`config.mk`:
```
export PLATFORM = sky130hd
export DESIGN_NAME = phase_sequencer
export DESIGN_NICKNAME = d
export VERILOG_FILES = /design/src/rtl/cpu_ctrl_pkg.sv /design/src/rtl/btn_sync_edge.sv /design/src/rtl/phase_sequencer.sv
export SDC_FILE = /design/constraint.sdc
export NUM_CORES = 1
export LEC_CHECK = 0
export BUFFER_PORTS_ARGS = -buffer_cell sky130_fd_sc_hd__clkbuf_2
export CAP_MARGIN = 20
export CORE_ASPECT_RATIO = 1.2
export CORE_MARGIN = 3
export CORE_UTILIZATION = 30
export DETAILED_ROUTE_END_ITERATION = 10
export SLEW_MARGIN = 40
export SYNTH_ARGS = -nofsm -noshare
export SYNTH_HDL_FRONTEND = slang
export SYNTH_SLANG_ARGS = --single-unit
```
`constraint.sdc`:
```
create_clock -name clk -period 2.05 [get_ports clk]
set_input_delay 0 -clock clk [delete_from_list [all_inputs] [get_ports clk]]
set_output_delay 0 -clock clk [all_outputs]
set_load 0.005 [all_outputs]
```
`src/rtl/cpu_ctrl_pkg.sv`:
```
// Shared types and constants for the multicycle core control path:
// sequencer state encoding, named phase numbers and the default phase count.
package cpu_ctrl_pkg;

    typedef enum logic [1:0] {
        ST_IDLE = 2'd0,
        ST_RUN  = 2'd1,
        ST_HALT = 2'd2
    } seq_state_t;

    localparam int PH_FETCH  = 0;
    localparam int PH_DECODE = 1;
    localparam int PH_EXEC   = 2;
    localparam int PH_MEM    = 3;
    localparam int PH_WB     = 4;

    localparam int NUM_PHASES_DEF = 5;

    // Phase number of the final phase of an instruction.
    function automatic logic [2:0] last_phase(input int num_phases);
        return 3'(num_phases - 1);
    endfunction

endpackage

```
`src/rtl/btn_sync_edge.sv`:
```
// Operator button conditioner: SYNC_STAGES-deep synchronizer for an
// asynchronous level input, followed by a history flop for rising-edge
// detection. The rise output is decoded from flops only.
module btn_sync_edge #(
    parameter int SYNC_STAGES = 2
) (
    input  logic clk,
    input  logic rst,
    input  logic btn,
    output logic rise
);

    logic [SYNC_STAGES-1:0] sync_reg;
    logic                   hist_reg;

    // Shift the raw button through the synchronizer chain and keep one
    // cycle of history of the settled value.
    always_ff @(posedge clk) begin
        if (!rst) begin
            sync_reg <= '0;
            hist_reg <= 1'b0;
        end else begin
            sync_reg <= {sync_reg[SYNC_STAGES-2:0], btn};
            hist_reg <= sync_reg[SYNC_STAGES-1];
        end
    end

    assign rise = sync_reg[SYNC_STAGES-1] & ~hist_reg;

endmodule

```
`src/rtl/phase_sequencer.sv`:
```
// Phase sequencer for the multicycle core: turns the exec button and the
// decoder's stop_flag into IDLE/RUN/HALT state, the phase count, the p0
// strobe and a retired-instruction counter.
// Optional feature macro: PHASE_SEQ_STEP_EN adds a single-step button.
module phase_sequencer
    import cpu_ctrl_pkg::*;
#(
    parameter int NUM_PHASES  = NUM_PHASES_DEF,
    parameter int SYNC_STAGES = 2,
    parameter int CNT_W       = 16
) (
    input  logic             clk,
    input  logic             rst,
    input  logic             exec,
    input  logic             stop_flag,
`ifdef PHASE_SEQ_STEP_EN
    input  logic             step,
`endif
    output logic [2:0]       phase,
    output logic             p0,
    output logic             executing,
    output logic             halted,
    output logic             instr_done,
    output logic [CNT_W-1:0] retired
);

    localparam logic [2:0] LAST_PH = last_phase(NUM_PHASES);

    seq_state_t       state_reg, state_next;
    logic [2:0]       phase_reg, phase_next;
    logic             stop_req_reg, stop_req_next;
    logic             halt_req_reg, halt_req_next;
    logic [CNT_W-1:0] retired_reg, retired_next;
    logic             exec_rise;

    btn_sync_edge #(.SYNC_STAGES(SYNC_STAGES)) u_exec_sync (
        .clk  (clk),
        .rst  (rst),
        .btn  (exec),
        .rise (exec_rise)
    );

`ifdef PHASE_SEQ_STEP_EN
    logic step_rise;

    btn_sync_edge #(.SYNC_STAGES(SYNC_STAGES)) u_step_sync (
        .clk  (clk),
        .rst  (rst),
        .btn  (step),
        .rise (step_rise)
    );
`endif

    // State, phase, sticky end-of-instruction requests and retire counter.
    always_ff @(posedge clk) begin
        if (!rst) begin
            state_reg    <= ST_IDLE;
            phase_reg    <= 3'd0;
            stop_req_reg <= 1'b0;
            halt_req_reg <= 1'b0;
            retired_reg  <= '0;
        end else begin
            state_reg    <= state_next;
            phase_reg    <= phase_next;
            stop_req_reg <= stop_req_next;
            halt_req_reg <= halt_req_next;
            retired_reg  <= retired_next;
        end
    end

    // Next-state logic: start on a button edge, step phases in RUN, and
    // decide HALT/IDLE/RUN only at the edge that ends the last phase.
    always_comb begin
        state_next    = state_reg;
        phase_next    = phase_reg;
        stop_req_next = stop_req_reg;
        halt_req_next = halt_req_reg;
        retired_next  = retired_reg;
        case (state_reg)
            ST_IDLE: begin
                if (exec_rise) begin
                    state_next    = ST_RUN;
                    phase_next    = 3'd0;
                    stop_req_next = 1'b0;
                    halt_req_next = 1'b0;
                end
`ifdef PHASE_SEQ_STEP_EN
                else if (step_rise) begin
                    // One-shot: the preset stop request ends the run
                    // after exactly one instruction.
                    state_next    = ST_RUN;
                    phase_next    = 3'd0;
                    stop_req_next = 1'b1;
                    halt_req_next = 1'b0;
                end
`endif
            end
            ST_HALT: begin
                if (exec_rise) begin
                    state_next    = ST_RUN;
                    phase_next    = 3'd0;
                    stop_req_next = 1'b0;
                    halt_req_next = 1'b0;
                end
            end
            ST_RUN: begin
                if (phase_reg == LAST_PH) begin
                    retired_next  = retired_reg + {{(CNT_W-1){1'b0}}, 1'b1};
                    phase_next    = 3'd0;
                    stop_req_next = 1'b0;
                    halt_req_next = 1'b0;
                    // Halt outranks an operator stop in the same instruction.
                    if (halt_req_reg || stop_flag) begin
                        state_next = ST_HALT;
                    end else if (stop_req_reg || exec_rise) begin
                        state_next = ST_IDLE;
                    end else begin
                        state_next = ST_RUN;
                    end
                end else begin
                    phase_next = phase_reg + 3'd1;
                    if (exec_rise) begin
                        stop_req_next = 1'b1;
                    end
                    if (stop_flag) begin
                        halt_req_next = 1'b1;
                    end
                end
            end
            default: begin
                state_next    = ST_IDLE;
                phase_next    = 3'd0;
                stop_req_next = 1'b0;
                halt_req_next = 1'b0;
            end
        endcase
    end

    assign phase      = phase_reg;
    assign executing  = (state_reg == ST_RUN);
    assign halted     = (state_reg == ST_HALT);
    assign p0         = executing && (phase_reg == 3'd0);
    assign instr_done = executing && (phase_reg == LAST_PH);
    assign retired    = retired_reg;

endmodule

```
==> results.py <==
metrics = {
    "outcome": {
        "outcome": "finished, final reports clean",
    },
    "setup_path": {
        "r2r-start": "phase[0]",
        "critPathMaxFanout": 7,
        "crit_slowest_cell": "or4_1",
        "cp_num_buf_inv": 1,
        "r2r_cells": 6,
        "crit_path_end_kind": "flop",
        "crit_family": "simple AND/OR/NAND/NOR gates",
        "cp.required_ps": 2240,
        "critical_path.startpoint": "phase[0]",
        "reg2reg_to": "retired[14]",
        "arrival_ps": 1860,
        "path_cells": "inv_1 > ha_1 > and4b_2 > nand2_2 > or4_1 > a21oi_1",
        "cpPeakStageDelay_ps": 470,
        "ff2ff_setup_slack_ps": 380,
        "critPathLaunchType": "flop",
        "crit_end": "retired[14]",
        "crit_type": "flop to flop",
        "cp.depth": 6,
    },
    "grt": {
        "grt_remaining_overflow": 0,
        "track_usage_pct": 11.2,
        "grt_antenna_before_repair": 0,
        "grt_max_degree": 20,
        "grt_pass1_wl_um": 3970,
        "grt_pass1_vias": 962,
    },
    "clock_tree": {
        "clkTransAtPathRegs_ps": 90,
        "cts_root_buffer": "clkbuf_8",
        "numClockSinks": 26,
        "clock_latency_ps": 260,
        "h-tree-depth": 1,
        "cts_buffers": 3,
        "cts_buffer_depth": 2,
        "cts_tree": "yes",
    },
    "logic_synthesis": {
        "seq_area_frac_synth_pct": 46.8,
        "synth_nets": 127,
        "synth-edff-count": 0,
        "synthArstFlopShare_pct": 0,
        "ys.flop_type": "dfxtp_1",
        "synth-seq-cells": 26,
        "ys_warn_count": 0,
        "syn_area_per_cell_um2": 9.26,
        "synth.distinct_cells": 33,
        "synth_area_um2": 1110,
        "synthCells": 120,
    },
    "power_and_ir_drop": {
        "p_comb_share_pct": 5.5,
        "irDropWorstVdd_v": 0.000362,
        "leakagePower_nw": 0.570,
        "power_density_nw_per_um2": 720,
        "switchingPower_w": 0.000194,
        "seq_power_share_pct": 52.5,
        "p_sw_share_pct": 19.5,
        "power_frac_clock_pct": 42.0,
        "p_int_w": 0.000799,
    },
    "routing": {
        "vias": 959,
        "drt-total-wl_um": 2290,
        "viasPerCell": 5.10,
        "drtIter0Drc": 44,
        "dr.pass1.iters": 4,
        "drcViolationCount": 0,
        "final_antenna_net_count": 0,
        "post_drt_wl_per_cell_um": 12.2,
    },
    "finish": {
        "final_nets": 159,
        "areaGrowthSynthToFinish_pct": 24.0,
        "diodes": 0,
        "largest_register_ffs": 16,
        "fillers": 356,
        "drive_above_1_share_pct": 25.2,
    },
    "floorplanning": {
        "num_rows": 23,
        "io_pins": 27,
        "core-area_um2": 3450,
        "start_util_pct": 32.2,
        "die_area_um2": 4470,
        "die_y_um": 72.7,
        "die_w_um": 61.6,
    },
    "placed_design": {
        "globalplace.congestion": 0.765,
        "numPortBuffers": 26,
        "place_hpwl_um": 1690,
    },
    "timing": {
        "slew_headroom_pct": 63.4,
        "fin_tns_setup_ps": 0,
        "post-route-min-period_ps": 1670,
        "fin_crit_sh_pct": 81.7,
        "setup_viol": 0,
        "hold_ws_ps": 5.54,
        "tightest_slew_ps": 546,
        "fmax_ghz": 0.597,
        "finalHoldViolations": 0,
        "slew_viol_final": 0,
        "rsz0062_at_grt": "no",
        "final.setup_skew_ps": 3.33,
    },
    "flow_run": {
        "drv_cap": 0,
    },
    "worst_hold_path": {
        "hold_path.class": "input port to flop",
    },
}
==> layout make-up <==
cell class | count | area, um2 | area share (%)
Timing Repair Buffer | 29 | 158 | 11.4
Tap cell | 37 | 46.3 | 3.36
Clock inverter | 1 | 30.0 | 2.18
Multi-Input combinational cell | 88 | 567 | 41.1
Sequential cell | 26 | 520 | 37.8
Clock buffer | 3 | 41.3 | 3.00
Inverter | 4 | 15.0 | 1.09
==> cells in the final DEF, fill, tap and decap left out <==
master | Yosys | layout
a21boi_0 | 1 | 1
a21oi_1 | 7 | 7
a22oi_1 | 1 | 1
a311oi_1 | 1 | 1
and2_1 | 3 | 3
and3_1 | 1 | 1
and3_2 | 2 | 2
and3b_1 | 1 | 1
and4_1 | 1 | 1
and4_4 | 1 | 1
and4b_2 | 1 | 1
buf_4 | 0 | 1
bufinv_16 | 0 | 1
clkbuf_2 | 0 | 26
clkbuf_8 | 0 | 3
clkinv_1 | 1 | 1
dfxtp_1 | 26 | 26
dlygate4sd3_1 | 0 | 2
ha_1 | 3 | 3
inv_1 | 3 | 3
mux2i_1 | 1 | 1
nand2_1 | 3 | 3
nand2_2 | 1 | 1
nand2b_1 | 1 | 1
nand3_1 | 3 | 3
nand3_4 | 1 | 1
nand4_1 | 6 | 6
nor2_1 | 19 | 19
nor2b_1 | 4 | 4
o21ai_0 | 7 | 7
o31ai_1 | 2 | 2
or3_1 | 2 | 2
or3_2 | 1 | 1
or4_1 | 2 | 2
xnor2_1 | 2 | 2
xor2_1 | 10 | 10
==> metrics by stage <==
| step | std cells | power (W) | cell area (um2) | utilization, % | setup WS (ps) |
|---|---|---|---|---|---|
| floorplan | 120 | 0.000565 | 1110 | - | 495 |
| global placement | 182 | 0.000582 | 1290 | 37.2 | 453 |
| detailed placement | 182 | 0.000584 | 1290 | 37.2 | 384 |
| CTS | 188 | 0.00100 | 1380 | 39.9 | 362 |
| global route | 188 | 0.00103 | 1380 | 39.9 | 228 |
| finish | 188 | 0.000992 | 1380 | 39.9 | 375 |
==> cell usage after synthesis, drive strengths merged, types with 2 or more instances <==
library cell / count / share of area (%)
dfxtp: 26 / 47
or4: 2 / 1.4
nand2: 4 / 1.6
nor2: 19 / 6.4
nand4: 6 / 3.4
nand3: 4 / 2.9
o21ai: 7 / 3.2
o31ai: 2 / 1.4
and3: 3 / 1.9
nor2b: 4 / 2.3
and4: 2 / 1.8
or3: 3 / 1.8
ha: 3 / 3.4
inv: 3 / 1.0
a21oi: 7 / 3.2
and2: 3 / 1.7
xor2: 10 / 7.9
xnor2: 2 / 1.6
==> timing repair <==
action / CTS / global route
endpoints found under the hold margin: 2 / 0
hold buffers: 2 / 0
resized for setup: 0 / 0
setup buffers: 0 / 0
==> power by group through the flow <==
stage	registers (W)	clock network, W	logic [W]
finish	0.000521	0.000417	0.0000541
global route	0.000523	0.000446	0.0000631
CTS	0.000521	0.000426	0.0000546
detailed placement	0.000533	0	0.0000510
global placement	0.000532	0	0.0000504
floorplan	0.000531	0	0.0000332
==> metal layers <==
metal	routed length (um)	vias to the layer above	global-route usage, %
li1	-	476	-
met1	1040	450	13.8
met2	1120	33	19.6
met3	127	0	2.30
met4	0	0	2.36
met5	0	-	0
==> worst min-delay path by stage <==
| stage | endpoint | slack, ps | cells past startpoint | startpoint |
|---|---|---|---|---|
| 2_1_floorplan | u_exec_sync.sync_reg[0] | 120 | 1 | rst |
| 3_3_place_gp | u_exec_sync.sync_reg[0] | 210 | 2 | exec |
| 3_5_place_dp | u_exec_sync.sync_reg[0] | 210 | 2 | exec |
| 4_1_cts | u_exec_sync.hist_reg | 0.4 | 2 | rst |
| 5_1_grt | u_exec_sync.hist_reg | 20 | 2 | rst |
| 6_report | u_exec_sync.sync_reg[0] | 6 | 2 | rst |
==> cell families after synthesis <==
logic type	share of synthesized area [%]
and+or+nand+nor	27.5
DFF	46.8
AOI/OAI and AO/OA	9.80
xor gates and xnor gates	9.46
buffers and inverters	2.14
adders and majority gates	3.38
muxes	0.901
Note: power is estimated with default switching activity, not from simulation.
